===== src/rtl/multicycle_control_if.sv =====
// Control bundle between the multicycle datapath and its control unit.
// The datapath side supplies the instruction fields and ALU flags.
interface multicycle_control_if;
  logic [19:0] Instr;
  logic [3:0]  ALUFlags;
  logic        PCWrite;
  logic        AdrSrc;
  logic        MemWrite;
  logic        IRWrite;
  logic [1:0]  ResultSrc;
  logic [1:0]  ALUControl;
  logic        ALUSrcA;
  logic [1:0]  ALUSrcB;
  logic [1:0]  ImmSrc;
  logic [1:0]  RegSrc;
  logic        RegWrite;

  modport master (
    output Instr, ALUFlags,
    input  PCWrite, AdrSrc, MemWrite, IRWrite,
    input  ResultSrc, ALUControl, ALUSrcA,
    input  ALUSrcB, ImmSrc, RegSrc, RegWrite
  );

  modport slave (
    input  Instr, ALUFlags,
    output PCWrite, AdrSrc, MemWrite, IRWrite,
    output ResultSrc, ALUControl, ALUSrcA,
    output ALUSrcB, ImmSrc, RegSrc, RegWrite
  );
endinterface


===== src/rtl/multicycle_control.sv =====
// Multicycle ARM control FSM with NZCV flag register
// and condition gating of all architectural writes.
module multicycle_control (
  input logic clk,
  input logic reset,
  multicycle_control_if.slave bus
);
  typedef enum logic [3:0] {
    FETCH, DECODE, MEMADR, MEMRD, MEMWB,
    MEMWR, EXECR, EXECI, ALUWB, BRANCH
  } state_t;

  state_t state, state_n;

  logic [3:0] cond;
  logic [1:0] op;
  logic [5:0] funct;
  logic [3:0] rd;
  logic       unused_rn;

  assign cond      = bus.Instr[19:16];
  assign op        = bus.Instr[15:14];
  assign funct     = bus.Instr[13:8];
  assign unused_rn = ^bus.Instr[7:4];
  assign rd        = bus.Instr[3:0];

  logic [3:0] flags;
  logic       cond_ex;
  logic       cond_hold;
  logic       fn, fz, fc, fv;

  assign {fn, fz, fc, fv} = flags;

  always_comb begin
    unique case (cond)
      4'b0000: cond_ex = fz;
      4'b0001: cond_ex = ~fz;
      4'b0010: cond_ex = fc;
      4'b0011: cond_ex = ~fc;
      4'b0100: cond_ex = fn;
      4'b0101: cond_ex = ~fn;
      4'b0110: cond_ex = fv;
      4'b0111: cond_ex = ~fv;
      4'b1000: cond_ex = fc & ~fz;
      4'b1001: cond_ex = ~fc | fz;
      4'b1010: cond_ex = (fn == fv);
      4'b1011: cond_ex = (fn != fv);
      4'b1100: cond_ex = ~fz & (fn == fv);
      4'b1101: cond_ex = fz | (fn != fv);
      4'b1110: cond_ex = 1'b1;
      4'b1111: cond_ex = 1'b0;
    endcase
  end

  logic [1:0] dp_alu;
  logic       dp_valid;
  logic       dp_cmp;
  logic       dp_arith;
  logic       no_write;

  always_comb begin
    dp_alu   = 2'b00;
    dp_valid = 1'b1;
    dp_cmp   = 1'b0;
    dp_arith = 1'b0;
    no_write = 1'b0;
    case (funct[4:1])
      4'b0100: dp_arith = 1'b1;
      4'b0010: begin
        dp_alu   = 2'b01;
        dp_arith = 1'b1;
      end
      4'b0000: dp_alu = 2'b10;
      4'b1100: dp_alu = 2'b11;
      4'b1010: begin
        dp_alu   = 2'b01;
        dp_arith = 1'b1;
        dp_cmp   = 1'b1;
        no_write = 1'b1;
      end
      default: begin
        dp_valid = 1'b0;
        no_write = 1'b1;
      end
    endcase
  end

  logic in_exec;
  logic flag_en;

  assign in_exec = (state == EXECR) || (state == EXECI);
  assign flag_en = in_exec & cond_hold & dp_valid
                 & (funct[0] | dp_cmp);

  always_ff @(posedge clk or negedge reset) begin
    if (!reset) state <= FETCH;
    else        state <= state_n;
  end

  // cond is latched before any flag change so writeback
  // sees the pre-update condition result
  always_ff @(posedge clk or negedge reset) begin
    if (!reset) begin
      flags     <= 4'b0000;
      cond_hold <= 1'b0;
    end else begin
      if (state == DECODE) cond_hold <= cond_ex;
      if (flag_en) begin
        flags[3:2] <= bus.ALUFlags[3:2];
        if (dp_arith) flags[1:0] <= bus.ALUFlags[1:0];
      end
    end
  end

  logic       pc_write;
  logic       mem_write;
  logic       ir_write;
  logic       reg_write;
  logic       adr_src;
  logic [1:0] result_src;
  logic [1:0] alu_control;
  logic       alu_src_a;
  logic [1:0] alu_src_b;
  logic       rd_pc;

  assign rd_pc = (rd == 4'hF);

  always_comb begin
    state_n     = FETCH;
    pc_write    = 1'b0;
    mem_write   = 1'b0;
    ir_write    = 1'b0;
    reg_write   = 1'b0;
    adr_src     = 1'b0;
    result_src  = 2'b00;
    alu_control = 2'b00;
    alu_src_a   = 1'b0;
    alu_src_b   = 2'b00;
    case (state)
      FETCH: begin
        state_n    = DECODE;
        alu_src_a  = 1'b1;
        alu_src_b  = 2'b10;
        result_src = 2'b10;
        ir_write   = 1'b1;
        pc_write   = 1'b1;
      end
      DECODE: begin
        alu_src_a  = 1'b1;
        alu_src_b  = 2'b10;
        result_src = 2'b10;
        unique case (1'b1)
          op == 2'b01:             state_n = MEMADR;
          op == 2'b00 && !funct[5]: state_n = EXECR;
          op == 2'b00 && funct[5]:  state_n = EXECI;
          op == 2'b10:             state_n = BRANCH;
          op == 2'b11:             state_n = FETCH;
        endcase
      end
      MEMADR: begin
        state_n   = funct[0] ? MEMRD : MEMWR;
        alu_src_b = 2'b01;
      end
      MEMRD: begin
        state_n = MEMWB;
        adr_src = 1'b1;
      end
      MEMWB: begin
        result_src = 2'b01;
        reg_write  = cond_hold;
        pc_write   = cond_hold & rd_pc;
      end
      MEMWR: begin
        adr_src   = 1'b1;
        mem_write = cond_hold;
      end
      EXECR, EXECI: begin
        state_n     = ALUWB;
        alu_src_b   = (state == EXECI) ? 2'b01 : 2'b00;
        alu_control = dp_alu;
      end
      ALUWB: begin
        reg_write = cond_hold & ~no_write;
        pc_write  = cond_hold & ~no_write & rd_pc;
      end
      BRANCH: begin
        alu_src_b  = 2'b01;
        result_src = 2'b10;
        pc_write   = cond_hold;
      end
      default: state_n = FETCH;
    endcase
  end

  assign bus.PCWrite    = pc_write & reset;
  assign bus.MemWrite   = mem_write & reset;
  assign bus.IRWrite    = ir_write & reset;
  assign bus.RegWrite   = reg_write & reset;
  assign bus.AdrSrc     = adr_src;
  assign bus.ResultSrc  = result_src;
  assign bus.ALUControl = alu_control;
  assign bus.ALUSrcA    = alu_src_a;
  assign bus.ALUSrcB    = alu_src_b;
  assign bus.ImmSrc     = op;
  assign bus.RegSrc     = {op == 2'b01 && !funct[0],
                           op == 2'b10};
endmodule


===== src/flat_wrapper.sv =====
// flat-port wrapper written by rule: the top's interface ports become plain ports
module multicycle_control_flat 
  (clk, reset, bus_Instr, bus_ALUFlags, bus_PCWrite, bus_AdrSrc, bus_MemWrite, bus_IRWrite, bus_ResultSrc, bus_ALUControl, bus_ALUSrcA, bus_ALUSrcB, bus_ImmSrc, bus_RegSrc, bus_RegWrite);
  multicycle_control_if bus_i ();
  input logic clk;
  input logic reset;
  input wire logic [$bits(bus_i.Instr)-1:0] bus_Instr;
  input wire logic [$bits(bus_i.ALUFlags)-1:0] bus_ALUFlags;
  output wire logic [$bits(bus_i.PCWrite)-1:0] bus_PCWrite;
  output wire logic [$bits(bus_i.AdrSrc)-1:0] bus_AdrSrc;
  output wire logic [$bits(bus_i.MemWrite)-1:0] bus_MemWrite;
  output wire logic [$bits(bus_i.IRWrite)-1:0] bus_IRWrite;
  output wire logic [$bits(bus_i.ResultSrc)-1:0] bus_ResultSrc;
  output wire logic [$bits(bus_i.ALUControl)-1:0] bus_ALUControl;
  output wire logic [$bits(bus_i.ALUSrcA)-1:0] bus_ALUSrcA;
  output wire logic [$bits(bus_i.ALUSrcB)-1:0] bus_ALUSrcB;
  output wire logic [$bits(bus_i.ImmSrc)-1:0] bus_ImmSrc;
  output wire logic [$bits(bus_i.RegSrc)-1:0] bus_RegSrc;
  output wire logic [$bits(bus_i.RegWrite)-1:0] bus_RegWrite;
  assign bus_i.Instr = bus_Instr;
  assign bus_i.ALUFlags = bus_ALUFlags;
  assign bus_PCWrite = bus_i.PCWrite;
  assign bus_AdrSrc = bus_i.AdrSrc;
  assign bus_MemWrite = bus_i.MemWrite;
  assign bus_IRWrite = bus_i.IRWrite;
  assign bus_ResultSrc = bus_i.ResultSrc;
  assign bus_ALUControl = bus_i.ALUControl;
  assign bus_ALUSrcA = bus_i.ALUSrcA;
  assign bus_ALUSrcB = bus_i.ALUSrcB;
  assign bus_ImmSrc = bus_i.ImmSrc;
  assign bus_RegSrc = bus_i.RegSrc;
  assign bus_RegWrite = bus_i.RegWrite;
  multicycle_control u_core (.clk(clk), .reset(reset), .bus(bus_i));
endmodule

===== config.mk =====
export PLATFORM = sky130hd
export DESIGN_NAME = multicycle_control_flat
export DESIGN_NICKNAME = d
export VERILOG_FILES = /design/src/rtl/multicycle_control_if.sv /design/src/rtl/multicycle_control.sv /design/src/flat_wrapper.sv
export SDC_FILE = /design/constraint.sdc
export NUM_CORES = 1
export LEC_CHECK = 0
export BUFFER_PORTS_ARGS = -buffer_cell sky130_fd_sc_hd__buf_4
export CAP_MARGIN = 20
export CORE_MARGIN = 2
export CORE_UTILIZATION = 40
export DETAILED_ROUTE_END_ITERATION = 16
export GPL_TIMING_DRIVEN = 1
export PLACE_DENSITY = 0.85
export SETUP_SLACK_MARGIN = 0.05
export SLEW_MARGIN = 20
export SYNTH_ARGS = -nofsm -noshare
export SYNTH_HDL_FRONTEND = slang
export SYNTH_SLANG_ARGS = --single-unit

===== constraint.sdc =====
create_clock -name clk -period 1.6 [get_ports clk]
set_input_delay 0.16 -clock clk [delete_from_list [all_inputs] [get_ports clk]]
set_output_delay 0.16 -clock clk [all_outputs]
set_load 0.03 [all_outputs]

== Word level (Yosys, flattened, before mapping) ==
Index checks and enable logic that the tools add are counted.

* Register bits after elaboration: 9
* Output and inout port bits: 16
* Logic and storage cells: 95

* Eq/ne operators: 34
* Muxes and demuxes: 18
* Bitwise gates (word level): 19
* Reduce and logical (&&, ||, !) cells: 20

{| class="wikitable"
|+ Operator list
! kind !! count
|-
| equality test 4 bit (second input constant) || 13
|-
| case mux 4 bit (5 select lines) || 2
|-
| equality test 4 x 3 -> 1 bit (second input constant) || 9
|-
| equality test 4 x 2 -> 1 bit (second input constant) || 5
|-
| case mux 1 bit (16 select lines) || 1
|-
| bitwise AND 1 bit || 12
|-
| zero test 4 bit || 3
|-
| case mux 2 bit (3 select lines) || 2
|-
| OR reduction 2 bit || 5
|-
| equality test 4 x 1 -> 1 bit (second input constant) || 2
|-
| two-way mux 1 bit || 8
|-
| OR reduction 3 bit || 2
|-
| OR reduction 5 bit || 1
|-
| equality test 2 bit (second input constant) || 2
|-
| NOT 1 bit || 4
|-
| case mux 1 bit (4 select lines) || 1
|-
| case mux 2 bit (2 select lines) || 1
|-
| OR reduction 4 bit || 1
|-
| logical AND 1 bit || 3
|-
| two-way mux 3 bit || 1
|-
| bitwise OR 1 bit || 3
|-
| equality test 2 x 1 -> 1 bit (second input constant) || 1
|-
| zero test 1 bit || 2
|-
| zero test 2 bit || 1
|-
| other kinds (6) || 6
|}

== Depth between registers and ports, before layout ==
* Depth after elaboration: 6
* Gate-level depth with buffers: 7

== Worst setup path before layout ==
Ideal clock, no wire load.

* Path type: reg2out
* Start point: register u_core.state[3]
* End point: output port bus_RegWrite
* Arrival time: 2.301 ns
* Data required time: 1.440 ns
* Setup slack: -0.861 ns
* Stages on the path, launching flop included: 4
* Cells stage by stage: dfrtp_1 clkbuf_1 nand2b_1 a2111oi_0

* Longest elaborated chain between the ends: 3

{| class="wikitable"
|+ Ends and longest elaborated chain
! what !! line !! RTL
|-
| from (decl) || multicycle_control.sv:13 || <nowiki>state_t state, state_n;</nowiki>
|-
| from (signal assigned) || multicycle_control.sv:97 || <nowiki>else state <= state_n;</nowiki>
|-
| equality test 4 bit or equality test 4 x 3 -> 1 bit (tied branches) || multicycle_control.sv:139 || <nowiki>case (state)</nowiki>
|-
| case mux 1 bit (2 select lines) (*) || multicycle_control.sv:139 ||
|-
| bitwise AND 1 bit (*) || multicycle_control.sv:198 || <nowiki>assign bus.RegWrite = reg_write & reset;</nowiki>
|-
| to (decl) || flat_wrapper.sv:19 || <nowiki>output wire logic [$bits(bus_i.RegWrite)-1:0] bus_RegWrite;</nowiki>
|}

Every way passes the cells marked *; elsewhere a longest branch is shown, timed or not.

== Final worst setup path ==
* Start point: register u_core.cond_hold
* End point: output port bus_PCWrite

* Longest elaborated chain between the ends: 4

{| class="wikitable"
|+ Ends and longest elaborated chain
! what !! line !! RTL
|-
| from (decl) || multicycle_control.sv:29 || <nowiki>logic cond_hold;</nowiki>
|-
| from (signal assigned) || multicycle_control.sv:107 || <nowiki>if (state == DECODE) cond_hold <= cond_ex;</nowiki>
|-
| bitwise AND 1 bit (2 in series) || multicycle_control.sv:184 || <nowiki>pc_write = cond_hold & ~no_write & rd_pc;</nowiki>
|-
| case mux 1 bit (4 select lines) (*) || multicycle_control.sv:139 ||
|-
| bitwise AND 1 bit (*) || multicycle_control.sv:195 || <nowiki>assign bus.PCWrite = pc_write & reset;</nowiki>
|-
| to (decl) || flat_wrapper.sv:9 || <nowiki>output wire logic [$bits(bus_i.PCWrite)-1:0] bus_PCWrite;</nowiki>
|}

Marks and branches as above.

==> impl_metrics.py <==
metrics = {
    "power_and_ir_drop": {
        "peakVddDrop_v": 0.00132,
        "cellLeakagePower_uw": 0.000672,
        "power_density_nw_per_um2": 1850,
        "design_power_total_uw": 2890,
    },
    "timing": {
        "timing.final.crit_share": 1.19,
        "timing.final.ws_setup_ns": -0.298,
        "rsz0062_at_grt": "true",
        "finalMaxSlewViolations": 0,
        "finalSetupViolCount": 14,
        "final_hold_viol_count": 0,
        "worst_slew_margin_relative_to_its_limit": 0.597,
        "clock_skew_ns": 0.00133,
        "timing.fmax_ghz": 0.527,
        "worstMarginPinSlew_ns": 0.596,
        "final.min_clock_period_ns": 1.90,
    },
    "critical_path": {
        "category_of_the_worst_setup_path_launch_point": "register",
        "crit_fanout": 3,
        "criticalPathCategory": "register to primary output",
        "crit_required_ns": 1.44,
        "worstPathArrival_ns": 1.74,
        "cp_capture_type": "primary output",
    },
    "yosys": {
        "yosys.cell_types.count": 38,
        "yosys_warning_count": 0,
        "postSynthNetCount": 122,
        "cell_count_after_synthesis": 96,
        "synth.ff_latch_count": 9,
        "yosysSeqAreaShare": 0.283,
        "synth_area_um2": 795,
        "syn_area_per_cell_um2": 8.28,
    },
    "placement": {
        "placement.io_buffers": 37,
        "gp_routability_congestion": 0.872,
        "hpwl_detailed_um": 1750,
        "dp_cells": 163,
        "dpl_worst_slack_ns": -0.0127,
    },
    "clock_network": {
        "clk_path_buf_depth": 2,
        "clk_pin_slew_worst_paths_ns": 0.06,
        "number_of_buffers_added_by_the_clock_tree_synthesis_step": 3,
        "cts-root-buf": "sky130_fd_sc_hd__clkbuf_4",
        "cts_num_sinks": 9,
        "tritoncts": "yes",
        "cts.htree.levels": 1,
        "clkLatencyLatePin_ns": 0.25,
    },
    "outcome": {
        "violated_checks": "setup timing",
        "outcome": "finished with violations",
    },
    "global_route": {
        "grt_pass1_vias": 1027,
        "grt_remaining_overflow": 0,
        "wire_length_of_the_first_global_routing_pass_um": 4840,
        "grt_start_max_net_pins": 10,
        "track_usage": 0.266,
        "number_of_antenna_violations_at_the_first_check_in_global_routing": 0,
    },
    "final_layout": {
        "n_antenna_cell": 0,
        "area_growth_pct": 96.4,
        "drive_above_1_share": 0.652,
        "layout.cells.non_filler": 185,
        "final_nets": 185,
        "layout.filler_cells": 107,
    },
    "floorplanning": {
        "pin_count": 42,
        "core_region_area_um2": 1920,
        "chipWidth_um": 48.6,
        "die_ar_um2": 2360,
        "floorplan.initialDensity": 0.413,
        "floorplan.rows": 16,
        "die_y_extent_um": 48.6,
    },
    "detailed_routing": {
        "post_drt_wl_per_cell_um": 20.7,
        "route.detailed.drc": 0,
        "drt-initial-drc-count": 38,
        "drt_first_pass_iters": 4,
        "postRouteWirelength_um": 3820,
        "vias_per_cell": 5.96,
        "drtAntennaViolNets": 0,
        "num_vias": 1103,
    },
    "min_path": {
        "worst_hold_path_type": "primary input to register",
    },
    "job": {
        "drv_cap": 0,
    },
}
## state kept, by name, summed over array words and instances, names as in the netlist
signal / cells
u_core.flags: 4
u_core.state: 4
u_core.cond_hold: 1
## cells in the mapped netlist
master	instances	share of area
sky130_fd_sc_hd__o21ai_0	2	0.013
sky130_fd_sc_hd__nor3_1	3	0.019
sky130_fd_sc_hd__a41oi_1	1	0.011
sky130_fd_sc_hd__a211oi_1	3	0.028
sky130_fd_sc_hd__dfrtp_1	9	0.28
sky130_fd_sc_hd__nor4b_1	2	0.022
sky130_fd_sc_hd__buf_4	3	0.028
sky130_fd_sc_hd__a31oi_1	1	0.0079
sky130_fd_sc_hd__a2111oi_2	1	0.019
sky130_fd_sc_hd__nor2b_1	5	0.039
sky130_fd_sc_hd__nor2_1	10	0.047
sky130_fd_sc_hd__xor2_1	3	0.033
sky130_fd_sc_hd__nor3b_1	2	0.019
sky130_fd_sc_hd__inv_1	4	0.019
sky130_fd_sc_hd__buf_2	3	0.019
sky130_fd_sc_hd__o311ai_1	1	0.011
sky130_fd_sc_hd__or3_1	1	0.0079
sky130_fd_sc_hd__a211oi_2	1	0.016
sky130_fd_sc_hd__mux2_1	5	0.071
sky130_fd_sc_hd__nor4_1	1	0.0079
sky130_fd_sc_hd__a21oi_1	7	0.044
sky130_fd_sc_hd__nand4_1	1	0.0079
sky130_fd_sc_hd__nor3_2	1	0.013
sky130_fd_sc_hd__nand3_1	1	0.0063
sky130_fd_sc_hd__nand2b_1	4	0.031
sky130_fd_sc_hd__a311o_1	1	0.013
sky130_fd_sc_hd__o32ai_1	1	0.011
sky130_fd_sc_hd__o41ai_1	2	0.022
sky130_fd_sc_hd__or2_1	1	0.0079
sky130_fd_sc_hd__a2111oi_0	1	0.011
sky130_fd_sc_hd__nand2_1	4	0.019
sky130_fd_sc_hd__clkbuf_1	2	0.0095
sky130_fd_sc_hd__o21ai_1	2	0.013
sky130_fd_sc_hd__mux2i_1	1	0.013
sky130_fd_sc_hd__o32a_1	1	0.013
sky130_fd_sc_hd__xnor2_1	2	0.022
sky130_fd_sc_hd__nand3b_1	2	0.019
sky130_fd_sc_hd__buf_1	1	0.0047
## per-layer routing
metal	vias to the layer above	track usage	part of all wire
li1	472	-	-
met1	518	0.299	0.37
met2	88	0.498	0.49
met3	25	0.0370	0.080
met4	0	0.114	0.060
met5	-	0	0
## layout by cell type, fill, tap and decap left out, types with 3 or more instances in the layout
| cell type | Yosys | final |
|---|---|---|
| sky130_fd_sc_hd__buf_6 | 0 | 11 |
| sky130_fd_sc_hd__mux2_1 | 5 | 3 |
| sky130_fd_sc_hd__dfrtp_2 | 0 | 3 |
| sky130_fd_sc_hd__clkbuf_4 | 0 | 3 |
| sky130_fd_sc_hd__buf_4 | 3 | 55 |
| sky130_fd_sc_hd__a21oi_1 | 7 | 5 |
| sky130_fd_sc_hd__nor2_1 | 10 | 7 |
| sky130_fd_sc_hd__inv_1 | 4 | 3 |
| sky130_fd_sc_hd__dfrtp_1 | 9 | 6 |
| sky130_fd_sc_hd__nor3_2 | 1 | 4 |
| sky130_fd_sc_hd__nand2_1 | 4 | 3 |
| sky130_fd_sc_hd__nand2b_4 | 0 | 3 |
| sky130_fd_sc_hd__nor2b_1 | 5 | 5 |
## metrics by stage
step	cell area (um2)	hold WS (ns)	utilization	setup TNS [ns]
after CTS	1450	0.118	0.754	-0.810
final	1560	0.123	0.812	-1.79
after global placement	1220	-0.00128	0.633	0
after global routing	1560	0.124	0.812	-2.40
after floorplan	877	-0.136	-	-0.0748
after detailed placement	1220	0.000876	0.633	-0.0127
## report_power, final
part,switching [uW],internal [uW]
logic,1210,1060
clock network,74.8,95.8
registers,136,314
total,1420,1470
## kinds of logic after synthesis
kind of cell / count (synthesis) / share of synthesized area
multiplexers: 6 / 0.0835
buffers and inverters: 13 / 0.0803
AND/OR/NAND/NOR: 38 / 0.266
XOR/XNOR: 5 / 0.0551
AO/OA/AOI/OAI: 25 / 0.232
flip-flops: 9 / 0.283
## what timing repair did
item                       CTS  global route
buffers inserted            11             8
hold endpoints to repair     9             0
hold buffers                 1             0
gates resized for setup     25            13
pin swaps                    5             8
setup endpoints to repair   12            14
## critical path, cell delays in order (launching register included)
cell,delay [ns]
sky130_fd_sc_hd__dfrtp_1,0.43
sky130_fd_sc_hd__nand2_1,0.23
sky130_fd_sc_hd__nor4b_4,0.37
sky130_fd_sc_hd__a31oi_1,0.12
sky130_fd_sc_hd__o21ai_2,0.18
sky130_fd_sc_hd__buf_6,0.15
## cell type report
type,instances,area [um2],area share
clock buffer,4,26.3,0.0168
inverter,4,17.5,0.0112
multi-input combinational,74,707,0.453
sequential,9,229,0.147
tap,27,33.8,0.0217
timing repair buffer,67,547,0.350
## worst paths after layout
kind / from / endpoint / slack, ns / depth (start not counted)
setup / recovery: u_core.cond_hold / bus_PCWrite / -0.30 / 5
hold / removal: bus_ALUFlags[2] / u_core.flags[2] / 0.12 / 2
setup reg to reg: u_core.state[2] / u_core.flags[1] / -0.25 / 6
hold reg to reg: u_core.flags[3] / u_core.flags[3] / 0.56 / 1
max in group asynchronous: reset / u_core.state[3] / 0.88 / 2
min in group asynchronous: reset / u_core.cond_hold / 0.41 / 2
Power figures use the tool's default switching activity.
